<file path="src/rtl/spectral_peak_picker_pkg.sv">
// Shared widths, band layout and the peak record type for the spectral peak picker.
package spectral_pkg;
   localparam int MAG_W      = 16;
   localparam int FRAME_W    = 16;
   localparam int N_BINS_DEF = 1024;
   localparam int BIN_W      = $clog2(N_BINS_DEF / 2);
   localparam int N_BANDS    = 6;
   localparam int BAND_W     = 3;

   // Inclusive last bin of each log-spaced band for a 1024-point frame
   localparam int BAND_LAST_1024 [N_BANDS] = '{9, 19, 39, 79, 159, 511};

   typedef enum logic {SCAN, SKIP} scan_state_e;

   typedef struct packed {
      logic [FRAME_W-1:0] frame;
      logic [BAND_W-1:0]  band;
      logic [BIN_W-1:0]   bin;
      logic [MAG_W-1:0]   mag;
   } peak_rec_t;

   function automatic int band_last(input int band, input int n_bins);
      return (BAND_LAST_1024[band] + 1) * n_bins / 1024 - 1;
   endfunction
endpackage

</file>
<file path="src/rtl/spectral_peak_picker_if.sv">
// Magnitude stream in, peak records out (valid/ready).
interface spectral_peak_picker_if;
   import spectral_pkg::*;

   logic               mag_ready;
   logic [MAG_W-1:0]   mag;
   logic               peak_valid;
   logic               peak_ready;
   logic [FRAME_W-1:0] peak_frame;
   logic [BAND_W-1:0]  peak_band;
   logic [BIN_W-1:0]   peak_bin;
   logic [MAG_W-1:0]   peak_mag;

   modport master (output mag_ready, mag, peak_ready,
                   input  peak_valid, peak_frame, peak_band, peak_bin, peak_mag);
   modport slave  (input  mag_ready, mag, peak_ready,
                   output peak_valid, peak_frame, peak_band, peak_bin, peak_mag);
endinterface

</file>
<file path="src/rtl/spectral_peak_picker_fifo.sv">
// Synchronous FIFO of peak records; a push on full succeeds only alongside a pop.
module peak_fifo import spectral_pkg::*; #(
   parameter int DEPTH = 8
) (
   input  logic      clk,
   input  logic      rst,
   input  logic      push_i,
   input  peak_rec_t rec_i,
   input  logic      pop_i,
   output peak_rec_t rec_o,
   output logic      empty_o,
   output logic      full_o
);
   localparam int AW = $clog2(DEPTH);

   peak_rec_t     mem_q [DEPTH];
   logic [AW:0]   wr_q, rd_q;
   logic          do_push, do_pop;

   assign empty_o = (wr_q == rd_q);
   assign full_o  = (wr_q[AW] != rd_q[AW]) && (wr_q[AW-1:0] == rd_q[AW-1:0]);
   assign do_pop  = pop_i && !empty_o;
   assign do_push = push_i && (!full_o || do_pop);
   assign rec_o   = mem_q[rd_q[AW-1:0]];

   always_ff @(posedge clk or posedge rst) begin
      if (rst) begin
         wr_q <= '0;
         rd_q <= '0;
      end else begin
         if (do_push) wr_q <= wr_q + 1'b1;
         if (do_pop)  rd_q <= rd_q + 1'b1;
      end
   end

   always_ff @(posedge clk) begin
      if (do_push) mem_q[wr_q[AW-1:0]] <= rec_i;
   end
endmodule

</file>
<file path="src/rtl/spectral_peak_picker.sv">
// Per-frame band maximum search over the lower half-spectrum, emitting peak records.
module spectral_peak_picker import spectral_pkg::*; #(
   parameter int N_BINS     = N_BINS_DEF,
   parameter int FIFO_DEPTH = 8
) (
   input  logic                   clk,
   input  logic                   rst,
   input  logic                   frame_clear_i,
   input  logic [MAG_W-1:0]       threshold_i,
   spectral_peak_picker_if.slave  sp_if,
   output logic                   frame_done_o,
   output logic                   overflow_o
);
   localparam int CNT_W = $clog2(N_BINS);

   scan_state_e        state_q, state_d;
   logic [CNT_W-1:0]   bin_q, bin_d, max_bin_q, max_bin_d, last_bin, cur_bin;
   logic [FRAME_W-1:0] frame_q, frame_d;
   logic [BAND_W-1:0]  band_q, band_d;
   logic [MAG_W-1:0]   max_q, max_d, cur_max;
   logic               first_q, first_d, frame_done_q, frame_done_d, overflow_q;
   logic               push, pop, full, empty;
   peak_rec_t          rec, head;

   always_comb begin
      last_bin = '0;
      for (int b = 0; b < N_BANDS; b++)
         if (band_q == BAND_W'(b)) last_bin = CNT_W'(band_last(b, N_BINS));
   end

   always_comb begin
      state_d      = state_q;
      bin_d        = bin_q;
      frame_d      = frame_q;
      band_d       = band_q;
      max_d        = max_q;
      max_bin_d    = max_bin_q;
      first_d      = first_q;
      frame_done_d = 1'b0;
      push         = 1'b0;
      cur_max      = max_q;
      cur_bin      = max_bin_q;
      if (frame_clear_i) begin
         state_d   = SCAN;
         bin_d     = '0;
         band_d    = '0;
         max_d     = '0;
         max_bin_d = '0;
         first_d   = 1'b1;
      end else if (sp_if.mag_ready) begin
         bin_d = bin_q + 1'b1;
         if (bin_q == CNT_W'(N_BINS - 1)) begin
            bin_d        = '0;
            frame_d      = frame_q + 1'b1;
            frame_done_d = 1'b1;
            state_d      = SCAN;
         end
         if (state_q == SCAN) begin
            // Strict compare keeps the lowest bin on ties
            if (first_q || sp_if.mag > max_q) begin
               cur_max = sp_if.mag;
               cur_bin = bin_q;
            end
            if (bin_q == last_bin) begin
               push      = (cur_max >= threshold_i);
               band_d    = (band_q == BAND_W'(N_BANDS - 1)) ? '0 : band_q + 1'b1;
               max_d     = '0;
               max_bin_d = '0;
               first_d   = 1'b1;
               if (bin_q == CNT_W'(N_BINS / 2 - 1)) state_d = SKIP;
            end else begin
               max_d     = cur_max;
               max_bin_d = cur_bin;
               first_d   = 1'b0;
            end
         end
      end
   end

   always_comb begin
      rec.frame = frame_q;
      rec.band  = band_q;
      rec.bin   = BIN_W'(cur_bin);
      rec.mag   = cur_max;
   end

   always_ff @(posedge clk or posedge rst) begin
      if (rst) begin
         state_q      <= SCAN;
         bin_q        <= '0;
         frame_q      <= '0;
         band_q       <= '0;
         max_q        <= '0;
         max_bin_q    <= '0;
         first_q      <= 1'b1;
         frame_done_q <= 1'b0;
         overflow_q   <= 1'b0;
      end else begin
         state_q      <= state_d;
         bin_q        <= bin_d;
         frame_q      <= frame_d;
         band_q       <= band_d;
         max_q        <= max_d;
         max_bin_q    <= max_bin_d;
         first_q      <= first_d;
         frame_done_q <= frame_done_d;
         if (push && full && !pop) overflow_q <= 1'b1;
      end
   end

   assign pop = !empty && sp_if.peak_ready;

   peak_fifo #(.DEPTH(FIFO_DEPTH)) u_fifo (
      .clk     (clk),
      .rst     (rst),
      .push_i  (push),
      .rec_i   (rec),
      .pop_i   (pop),
      .rec_o   (head),
      .empty_o (empty),
      .full_o  (full)
   );

   assign sp_if.peak_valid = !empty;
   assign sp_if.peak_frame = empty ? '0 : head.frame;
   assign sp_if.peak_band  = empty ? '0 : head.band;
   assign sp_if.peak_bin   = empty ? '0 : head.bin;
   assign sp_if.peak_mag   = empty ? '0 : head.mag;
   assign frame_done_o     = frame_done_q;
   assign overflow_o       = overflow_q;
endmodule
</file>
<file path="src/flat_wrapper.sv">
// flat-port wrapper written by rule: the top's interface ports become plain ports
module spectral_peak_picker_flat import spectral_pkg::*;
#(
   parameter int N_BINS     = N_BINS_DEF,
   parameter int FIFO_DEPTH = 8
)
  (clk, rst, frame_clear_i, threshold_i, frame_done_o, overflow_o, sp_if_mag_ready, sp_if_mag, sp_if_peak_ready, sp_if_peak_valid, sp_if_peak_frame, sp_if_peak_band, sp_if_peak_bin, sp_if_peak_mag);
  spectral_peak_picker_if sp_if_i ();
  input  logic clk;
  input  logic rst;
  input  logic frame_clear_i;
  input  logic [MAG_W-1:0] threshold_i;
  output logic frame_done_o;
  output logic overflow_o;
  input wire logic [$bits(sp_if_i.mag_ready)-1:0] sp_if_mag_ready;
  input wire logic [$bits(sp_if_i.mag)-1:0] sp_if_mag;
  input wire logic [$bits(sp_if_i.peak_ready)-1:0] sp_if_peak_ready;
  output wire logic [$bits(sp_if_i.peak_valid)-1:0] sp_if_peak_valid;
  output wire logic [$bits(sp_if_i.peak_frame)-1:0] sp_if_peak_frame;
  output wire logic [$bits(sp_if_i.peak_band)-1:0] sp_if_peak_band;
  output wire logic [$bits(sp_if_i.peak_bin)-1:0] sp_if_peak_bin;
  output wire logic [$bits(sp_if_i.peak_mag)-1:0] sp_if_peak_mag;
  assign sp_if_i.mag_ready = sp_if_mag_ready;
  assign sp_if_i.mag = sp_if_mag;
  assign sp_if_i.peak_ready = sp_if_peak_ready;
  assign sp_if_peak_valid = sp_if_i.peak_valid;
  assign sp_if_peak_frame = sp_if_i.peak_frame;
  assign sp_if_peak_band = sp_if_i.peak_band;
  assign sp_if_peak_bin = sp_if_i.peak_bin;
  assign sp_if_peak_mag = sp_if_i.peak_mag;
  spectral_peak_picker #(.N_BINS(N_BINS), .FIFO_DEPTH(FIFO_DEPTH)) u_core (.clk(clk), .rst(rst), .frame_clear_i(frame_clear_i), .threshold_i(threshold_i), .sp_if(sp_if_i), .frame_done_o(frame_done_o), .overflow_o(overflow_o));
endmodule
</file>
<file path="config.mk">
export PLATFORM = sky130hd
export DESIGN_NAME = spectral_peak_picker_flat
export DESIGN_NICKNAME = d
export VERILOG_FILES = /design/src/rtl/spectral_peak_picker_pkg.sv /design/src/rtl/spectral_peak_picker_if.sv /design/src/rtl/spectral_peak_picker_fifo.sv /design/src/rtl/spectral_peak_picker.sv /design/src/flat_wrapper.sv
export SDC_FILE = /design/constraint.sdc
export NUM_CORES = 1
export LEC_CHECK = 0
export CAP_MARGIN = 20
export CORE_MARGIN = 2
export CORE_UTILIZATION = 50
export CTS_CLUSTER_SIZE = 12
export DETAILED_ROUTE_END_ITERATION = 10
export PLACE_DENSITY = 0.65
export SYNTH_ARGS = -nofsm -noshare
export SYNTH_HDL_FRONTEND = slang
export SYNTH_HIERARCHICAL = 1
export SYNTH_SLANG_ARGS = --single-unit
</file>
<file path="constraint.sdc">
create_clock -name clk -period 17.75 [get_ports clk]
set_clock_uncertainty 0.1 [all_clocks]
set_input_delay 2.6625 -clock clk [delete_from_list [all_inputs] [get_ports clk]]
set_output_delay 2.6625 -clock clk [all_outputs]
set_load 0.1 [all_outputs]
</file>
==> out/metrics.yaml, run 1 <==
outcome: "finished clean"
synth_flop_cell: "edfxtp_1"
synth.top_cell.area_share: 0.562
synth_area_um2: 18800
finalHoldViolCount: 0
worst_pin_slew_ns: 1.01
place_area_um2: 20100
grt_antenna_before_repair: 0
ctsResizeCount: 0
grt_max_degree: 65
setup_viol: 0
final_cells: 1695
drt_iter0_markers: 704
cp_max_fo: 30
p_leak_nw: 7.33
dpl.cell_count: 1614
cts_tree: "yes"
synth_cells: 1100
yosysSeqAreaShare: 0.650
synth.distinct_cells: 67
post-cts-setup-buffers: 0
end_kind: "flip-flop"
worstSetupStartpointType: "primary input"
fin_crit_ns: 8.57
port-buffer-count: 83
post-route-period-util: 0.483
avgSynthCellArea_um2: 17.1
grt_first_pass_wirelength_um: 59500
clock_path_buffers: 3
cp_data_arrival_time_ns: 8.63
maxSlewHeadroom: 0.327
core_area_um2: 37300
io_pins: 84
via_count: 9788
nFillCells: 2883
clock_latency_ns: 0.54
holdWs_ns: 0.429
grt_setup_unrepaired: "false"
drc_errors: 0
synth_nets: 1174
synth_edf_count: 352
ys_ff_latch: 418
drt_first_pass_iters: 4
ys_async_sr_fraction: 0.158
place.gp.congestion: 0.804
hold_buffers: 0
p_per_area_nw_per_um2: 94.2
place_hpwl_um: 22500
ir_worst_vdd_uv: 73.3
drv_slew: 0
clock-sinks: 418
core.rowCount: 71
postLayoutCellArea_um2: 21400
cts_root_buffer: "clkbuf_16"
synth_top_area_cell: "edfxtp_1"
htree_num_levels: 2
syn_to_final_growth_pct: 14.1
setup_tns_ns: 0
utilization: 0.575
cts_buffers: 44
routedWlPerCell_um: 22.2
required_ns: 17.82
final_common_cell: "edfxtp_1"
drv_cap: 0
die_area_um2: 39200
clk_pin_slew_ns: 0.06
most-common-layout-cells: "352 x edfxtp_1, 90 x mux2_2, 88 x mux4_2"
viasPerCell: 5.77
die_w_um: 198
overflow: 0
routed_wl_um: 37600
fmax_mhz: 117
die_h_um: 198
netlist_top_cells_area: "edfxtp_1 56%, mux4_2 11%, dfrtp_1 8.7%"
grt_util_all_layers: 0.199
ant_nets: 0
hp-class: "reg2reg"
nets: 1260
yosys_warnings: 6
layout-drive-gt1-share: 0.255
grt_pass1_vias: 10300
critPathKind: "in2reg"
initial_core_util: 0.504
==> final timing paths <==
kind | startpoint | to | slack [ns] | depth (start not counted)
worst max register to register | u_core/max_q[14] | u_core/u_fifo/mem_q[7][41] | 11.37 | 18
max in group asynchronous | rst | u_core/max_q[12] | 14.31 | 3
worst min register to register | u_core/state_q | u_core/state_q | 0.43 | 2
worst max-delay path | sp_if_mag[15] | u_core/u_fifo/mem_q[7][41] | 9.18 | 18
min in group asynchronous | rst | u_core/u_fifo/rd_q[1] | 2.37 | 2
worst min-delay path | u_core/state_q | u_core/state_q | 0.43 | 2
==> cells by family after synthesis <==
family	after synthesis	synth area share
compound gates	109	0.0493
xor+xnor	34	0.0166
fa+ha+maj	37	0.0246
buf+inv	112	0.0318
flops	418	0.650
mux	180	0.160
simple gates	210	0.0668
==> flip-flops by register name, summed over array words and instances, names as in the netlist, 3 cells and up <==
| name | flops |
|---|---|
| u_core/max_bin_q | 9 |
| u_core/frame_q | 16 |
| u_core/bin_q | 10 |
| u_core/u_fifo/rd_q | 4 |
| u_core/band_q | 3 |
| u_core/u_fifo/mem_q | 352 |
| u_core/max_q | 16 |
| u_core/u_fifo/wr_q | 4 |
==> power breakdown <==
group,internal (mW),switching (mW)
Sequential,1.06,0.00453
Combinational,0.0308,0.0438
Clock,0.518,0.358
Total,1.61,0.406
==> area by class of cell <==
type                            instances  area, um2  share of cell area
Clock inverter                         14        178             0.00829
Clock buffer                           66       1210              0.0566
Timing Repair Buffer                  112       1040              0.0487
Tap cell                              474        593              0.0277
Inverter                               40        150             0.00700
Sequential cell                       418      12200               0.570
Antenna cell                            1       2.50            0.000117
Multi-Input combinational cell        570       6030               0.281
==> layer usage <==
layer / track usage / wire length [um]
met2: 0.331 / 18400
met4: 0.0420 / 621
met1: 0.281 / 17100
met3: 0.0305 / 1540
met5: 0 / 0
==> cells in the mapped netlist (10+ instances only) <==
cell type	instances
a21oi_1	13
buf_2	15
buf_6	15
clkbuf_1	30
dfrtp_1	65
edfxtp_1	352
ha_1	37
inv_1	40
mux2_2	90
mux4_2	88
nand2_1	13
nand2b_1	34
nand3_1	13
nor2_1	22
nor2b_1	74
nor3_1	10
o2111ai_1	26
o31ai_2	20
xnor2_1	22
xor2_1	10
==> worst max-delay path: stages <==
cell	delay [ns]
clkdlybuf4s50_1	0.49
ha_1	0.34
nand4_1	0.15
nor3_1	0.32
a21boi_0	0.23
or4_1	0.82
nand2_2	0.46
mux2_2	0.40
ha_1	0.29
a21oi_1	0.06
o21ai_0	0.23
a41o_1	0.14
a31oi_1	0.08
a21oi_1	0.28
and3_1	0.37
nand4_1	0.26
nor2_4	0.48
buf_4	0.52
==> stage by stage <==
stage | total power, mW | worst slack, ns
4_1_cts | 2.04 | 9.13
5_1_grt | 2.09 | 8.62
3_3_place_gp | 1.16 | 8.77
2_1_floorplan | 1.14 | 6.68
6_report | 2.02 | 9.18
3_5_place_dp | 1.16 | 8.58
(Power assumes the default switching activity.)
==> inputs of run 2 (changes only) <==
==> constraint.sdc (replaced) <==
create_clock -name clk -period 8.4 [get_ports clk]
set_clock_uncertainty 0.1 [all_clocks]
set_input_delay 1.26 -clock clk [delete_from_list [all_inputs] [get_ports clk]]
set_output_delay 1.26 -clock clk [all_outputs]
set_load 0.1 [all_outputs]
==> out/metrics.yaml, run 2 (synthesized netlist as in run 1, its figures left out) <==
r2r_cells: 18
holdWs_ns: 0.413
slowest_stage: "nor2_4"
grt_antenna_before_repair: 1
routedWlPerCell_um: 22.0
hp-class: "reg2reg"
ant_nets: 0
initial_core_util: 0.504
fmax_mhz: 154
post-route-period-util: 0.772
hp-start: "u_core/state_q"
diodes: 0
rr_endpoint: "u_core/u_fifo/mem_q[7][5]"
die_h_um: 198
cts_tree: "yes"
die_w_um: 198
cpMostUsedCell: "a21oi_1"
nets: 1258
drt_first_pass_iters: 7
p_leak_nw: 7.29
p_per_area_nw_per_um2: 197
drv_slew: 0
drv_cap: 0
clock-sinks: 418
ir_worst_vdd_uv: 129
die_area_um2: 39200
most-common-layout-cells: "352 x edfxtp_1, 90 x mux2_2, 88 x mux4_2"
worst_pin_slew_ns: 0.995
cp_max_fo: 22
post-cts-setup-buffers: 0
critPathKind: "in2reg"
end_kind: "flip-flop"
clock_path_buffers: 3
final_cells: 1693
routed_wl_um: 37200
drc_errors: 0
whs_endpoint: "u_core/state_q"
worstSetupStartpointType: "primary input"
required_ns: 8.52
grt_pass1_vias: 10000
htree_num_levels: 2
place_hpwl_um: 23100
critPathTopFamily: "simple AND/OR/NAND/NOR gates"
cpPeakStageDelay_ns: 0.68
drt_iter0_markers: 681
overflow: 0
cts_buffers: 43
core.rowCount: 71
crit_buf_inv: 2
grt_util_all_layers: 0.199
place.gp.congestion: 0.777
syn_to_final_growth_pct: 13.9
port-buffer-count: 83
io_pins: 84
maxSlewHeadroom: 0.335
ctsResizeCount: 0
layout-drive-gt1-share: 0.253
via_count: 9781
grt_setup_unrepaired: "false"
r2r_start: "u_core/max_q[1]"
final_common_cell: "edfxtp_1"
cp_data_arrival_time_ns: 6.60
holdPathStages: 2
outcome: "finished clean"
largest_reg_flops: 352
grt_first_pass_wirelength_um: 58800
ff2ff_setup_slack_ns: 2.73
setup_viol: 0
cp_cell_sequence: "clkdlybuf4s50_1 -> ha_1 -> a41o_1 -> a21oi_1 -> nor3_1 -> or4_1 -> nand2_2 -> mux2_2 -> ha_1 -> a21oi_1 -> o21ai_0 -> a41o_1 -> a31oi_1 -> a21oi_1 -> and3_1 -> nand4_1 -> nor2_4 -> buf_4"
nFillCells: 2875
grt_max_degree: 65
cts_root_buffer: "clkbuf_16"
clk_pin_slew_ns: 0.06
viasPerCell: 5.78
hold_buffers: 0
clock_latency_ns: 0.54
setup_tns_ns: 0
fin_crit_ns: 6.49
finalHoldViolCount: 0
core_area_um2: 37300
dpl.cell_count: 1613
[run 2: changes by cell type in the layout (fill, tap and decap cells not counted), sizes merged]
cell	previous run	this run
bufinv	3	2
clkinv	11	6
buf	30	29
diode	1	0
clkbuf	66	71
inv	40	41
[run 2: per-layer routing]
layer / track usage / share of wire / vias up
met5: 0 / 0 / -
met4: 0.0426 / 0.015 / 0
met3: 0.0254 / 0.038 / 46
met2: 0.339 / 0.50 / 203
met1: 0.277 / 0.44 / 5045
li1: - / - / 4487
[run 2: area by class of cell]
cell class	instances	area (um2)	share of cell area
clock buffer	71	1220	0.0571
clock inverter	9	109	0.00508
inverter	40	150	0.00701
multi-input combinational	570	6070	0.284
sequential	418	12200	0.571
tap	474	593	0.0277
timing repair buffer	111	1040	0.0484
[run 2: how the worst max path moves through the flow]
stage	cells past startpoint	start	end	slack [ns]
floorplan	18	sp_if_mag[14]	u_core/u_fifo/mem_q[6][0]	0.28
global placement	18	sp_if_mag[1]	u_core/u_fifo/mem_q[7][10]	1.51
detailed placement	18	sp_if_mag[14]	u_core/u_fifo/mem_q[7][3]	1.37
CTS	18	sp_if_mag[14]	u_core/u_fifo/mem_q[7][9]	1.88
global route	18	sp_if_mag[14]	u_core/u_fifo/mem_q[7][9]	1.50
finish	18	sp_if_mag[7]	u_core/u_fifo/mem_q[7][5]	1.91
[run 2: power by group]
group	leakage (nW)	internal, mW	total (mW)	switching, mW
sequential	4.25	2.25	2.26	0.00924
clock	0.643	1.06	1.80	0.740
combinational	2.40	0.0655	0.159	0.0936
total	7.29	3.37	4.21	0.843
[run 2: tightest hold or removal path, stage by stage, from the launching register on]
cell	delay [ns]
dfrtp_1	0.32
inv_1	0.05
a21oi_1	0.11
[run 2: stage by stage]
stage	power [mW]	utilization	setup slack, ns	area, um2
final	4.21	0.574	1.91	21400
after global routing	4.35	0.574	1.50	21400
after CTS	4.25	0.574	1.88	21400
after detailed placement	2.46	0.538	1.37	20100
after global placement	2.46	0.538	1.51	20100
after floorplan	2.40	-	0.285	18800
==> inputs of run 3 (changes only) <==
--- a/config.mk
+++ b/config.mk
@@ -10,7 +10,7 @@
 export CORE_UTILIZATION = 50
 export CTS_CLUSTER_SIZE = 12
 export DETAILED_ROUTE_END_ITERATION = 10
-export PLACE_DENSITY = 0.65
+export PLACE_DENSITY = 0.68
 export SYNTH_ARGS = -nofsm -noshare
 export SYNTH_HDL_FRONTEND = slang
 export SYNTH_HIERARCHICAL = 1
==> constraint.sdc (replaced) <==
create_clock -name clk -period 5.78 [get_ports clk]
set_clock_uncertainty 0.1 [all_clocks]
set_input_delay 0.867 -clock clk [delete_from_list [all_inputs] [get_ports clk]]
set_output_delay 0.867 -clock clk [all_outputs]
set_load 0.1 [all_outputs]
==> out/metrics.yaml, run 3 (synthesized netlist as in run 1, its figures left out) <==
outcome: "finished clean"
most-common-layout-cells: "352 x edfxtp_1, 88 x mux4_2, 85 x mux2_2"
p_leak_nw: 7.54
worst_pin_slew_ns: 1.05
cp_data_arrival_time_ns: 5.59
finalHoldViolCount: 0
viasPerCell: 5.78
p_seq_frac: 0.533
fin_crit_ns: 5.46
worstSetupStartpointType: "primary input"
die_h_um: 198
p_per_area_nw_per_um2: 280
initial_core_util: 0.504
critPathKind: "in2reg"
drc_errors: 0
grt_first_pass_wirelength_um: 59900
hold_buffers: 0
routedWlPerCell_um: 22.2
end_kind: "flip-flop"
port-buffer-count: 83
grt_max_degree: 92
ctsResizeCount: 0
ir_worst_vdd_uv: 223
die_w_um: 198
nFillCells: 2778
final_common_cell: "edfxtp_1"
nets: 1290
fmax_mhz: 183
grt_antenna_before_repair: 0
pre_cts_slack_ns: -0.250
setup_viol: 0
cts_root_buffer: "clkbuf_16"
ant_nets: 0
grt_setup_unrepaired: "false"
clk_pin_slew_ns: 0.06
diodes: 0
grt_pass1_vias: 10200
htree_num_levels: 2
clock_latency_ns: 0.54
post-route-period-util: 0.944
via_count: 9973
syn_to_final_growth_pct: 17.2
drt_iter0_markers: 774
p_comb_frac: 0.043
largest_reg_flops: 352
required_ns: 5.92
core.rowCount: 71
grt_util_all_layers: 0.201
drv_slew: 0
switching_share: 0.206
clock-sinks: 418
cp_max_fo: 17
drt_first_pass_iters: 5
clock_path_buffers: 3
setup_tns_ns: 0
drv_cap: 0
core_area_um2: 37300
multiInputGateArea_um2: 6260
place_area_um2: 20700
switchingPower_mw: 1.27
io_pins: 84
overflow: 0
seqCellArea_um2: 12200
place.gp.congestion: 0.796
p_clk_frac: 0.424
cts_tree: "yes"
hp-class: "reg2reg"
holdWs_ns: 0.413
post-cts-setup-buffers: 0
postLayoutCellArea_um2: 22000
die_area_um2: 39200
intPower_mw: 4.89
place_hpwl_um: 23300
routed_wl_um: 38300
maxSlewHeadroom: 0.297
cts_buffers: 43
fin_ws_ns: 0.324
layout-drive-gt1-share: 0.288
## run 3: changes by cell type in the layout (fill, tap and decap cells not counted), moves of 4 or more
cell             previous run  this run
mux2_4                      0         5
clkdlybuf4s50_1            82        78
ha_1                       37        28
mux2_2                     90        85
ha_4                        0         9
buf_12                      0        15
buf_4                      28        49
## run 3: power groups by stage
stage,registers [mW],clock network (mW),logic [mW]
final,3.28,2.61,0.266
after floorplan,3.34,0,0.175
after global routing,3.28,2.78,0.294
after global placement,3.35,0,0.260
after detailed placement,3.35,0,0.267
after CTS,3.28,2.67,0.267
## run 3: worst paths after layout
kind	from	end	slack, ns	depth (start not counted)
setup reg to reg	u_core/max_q[14]	u_core/u_fifo/mem_q[6][13]	0.64	17
hold / removal	u_core/state_q	u_core/state_q	0.41	2
min in group asynchronous	rst	u_core/u_fifo/rd_q[0]	0.53	2
max in group asynchronous	rst	u_core/max_q[12]	4.16	3
hold reg to reg	u_core/state_q	u_core/state_q	0.41	2
setup / recovery	sp_if_mag[14]	u_core/u_fifo/mem_q[6][13]	0.32	17
## run 3: area by class of cell
class                      instances  area share
sequential                       418       0.555
multi-input combinational        570       0.284
timing repair buffer             143      0.0660
clock buffer                      72      0.0556
tap                              474      0.0269
inverter                          40     0.00682
clock inverter                     8     0.00477
## run 3: worst max-delay path, cell delays in order
cell and delay, ns:
clkdlybuf4s50_1 0.52, ha_4 0.22, a21oi_2 0.10, nand2_1 0.06, a211o_1 0.24, or4_1 0.65, nand2_8 0.20, mux2_2 0.35
ha_1 0.30, and3_4 0.18, a221o_1 0.18, a2111oi_2 0.06, a21oi_1 0.24, and3_4 0.30, nand2_4 0.07, nor3_4 0.76
buf_12 0.27
## run 3: through the flow
step	std cells	power, mW	util
after floorplan	1100	3.51	-
after CTS	1725	6.22	0.590
after global placement	1645	3.61	0.555
after global routing	1725	6.36	0.590
final	1725	6.16	0.590
after detailed placement	1645	3.61	0.555
## run 3: layer usage
layer	vias up	GRT usage	part of all wire
met5	-	0	0
met4	0	0.0443	0.015
met3	48	0.0284	0.038
met2	187	0.329	0.49
met1	5188	0.290	0.46
li1	4550	-	-
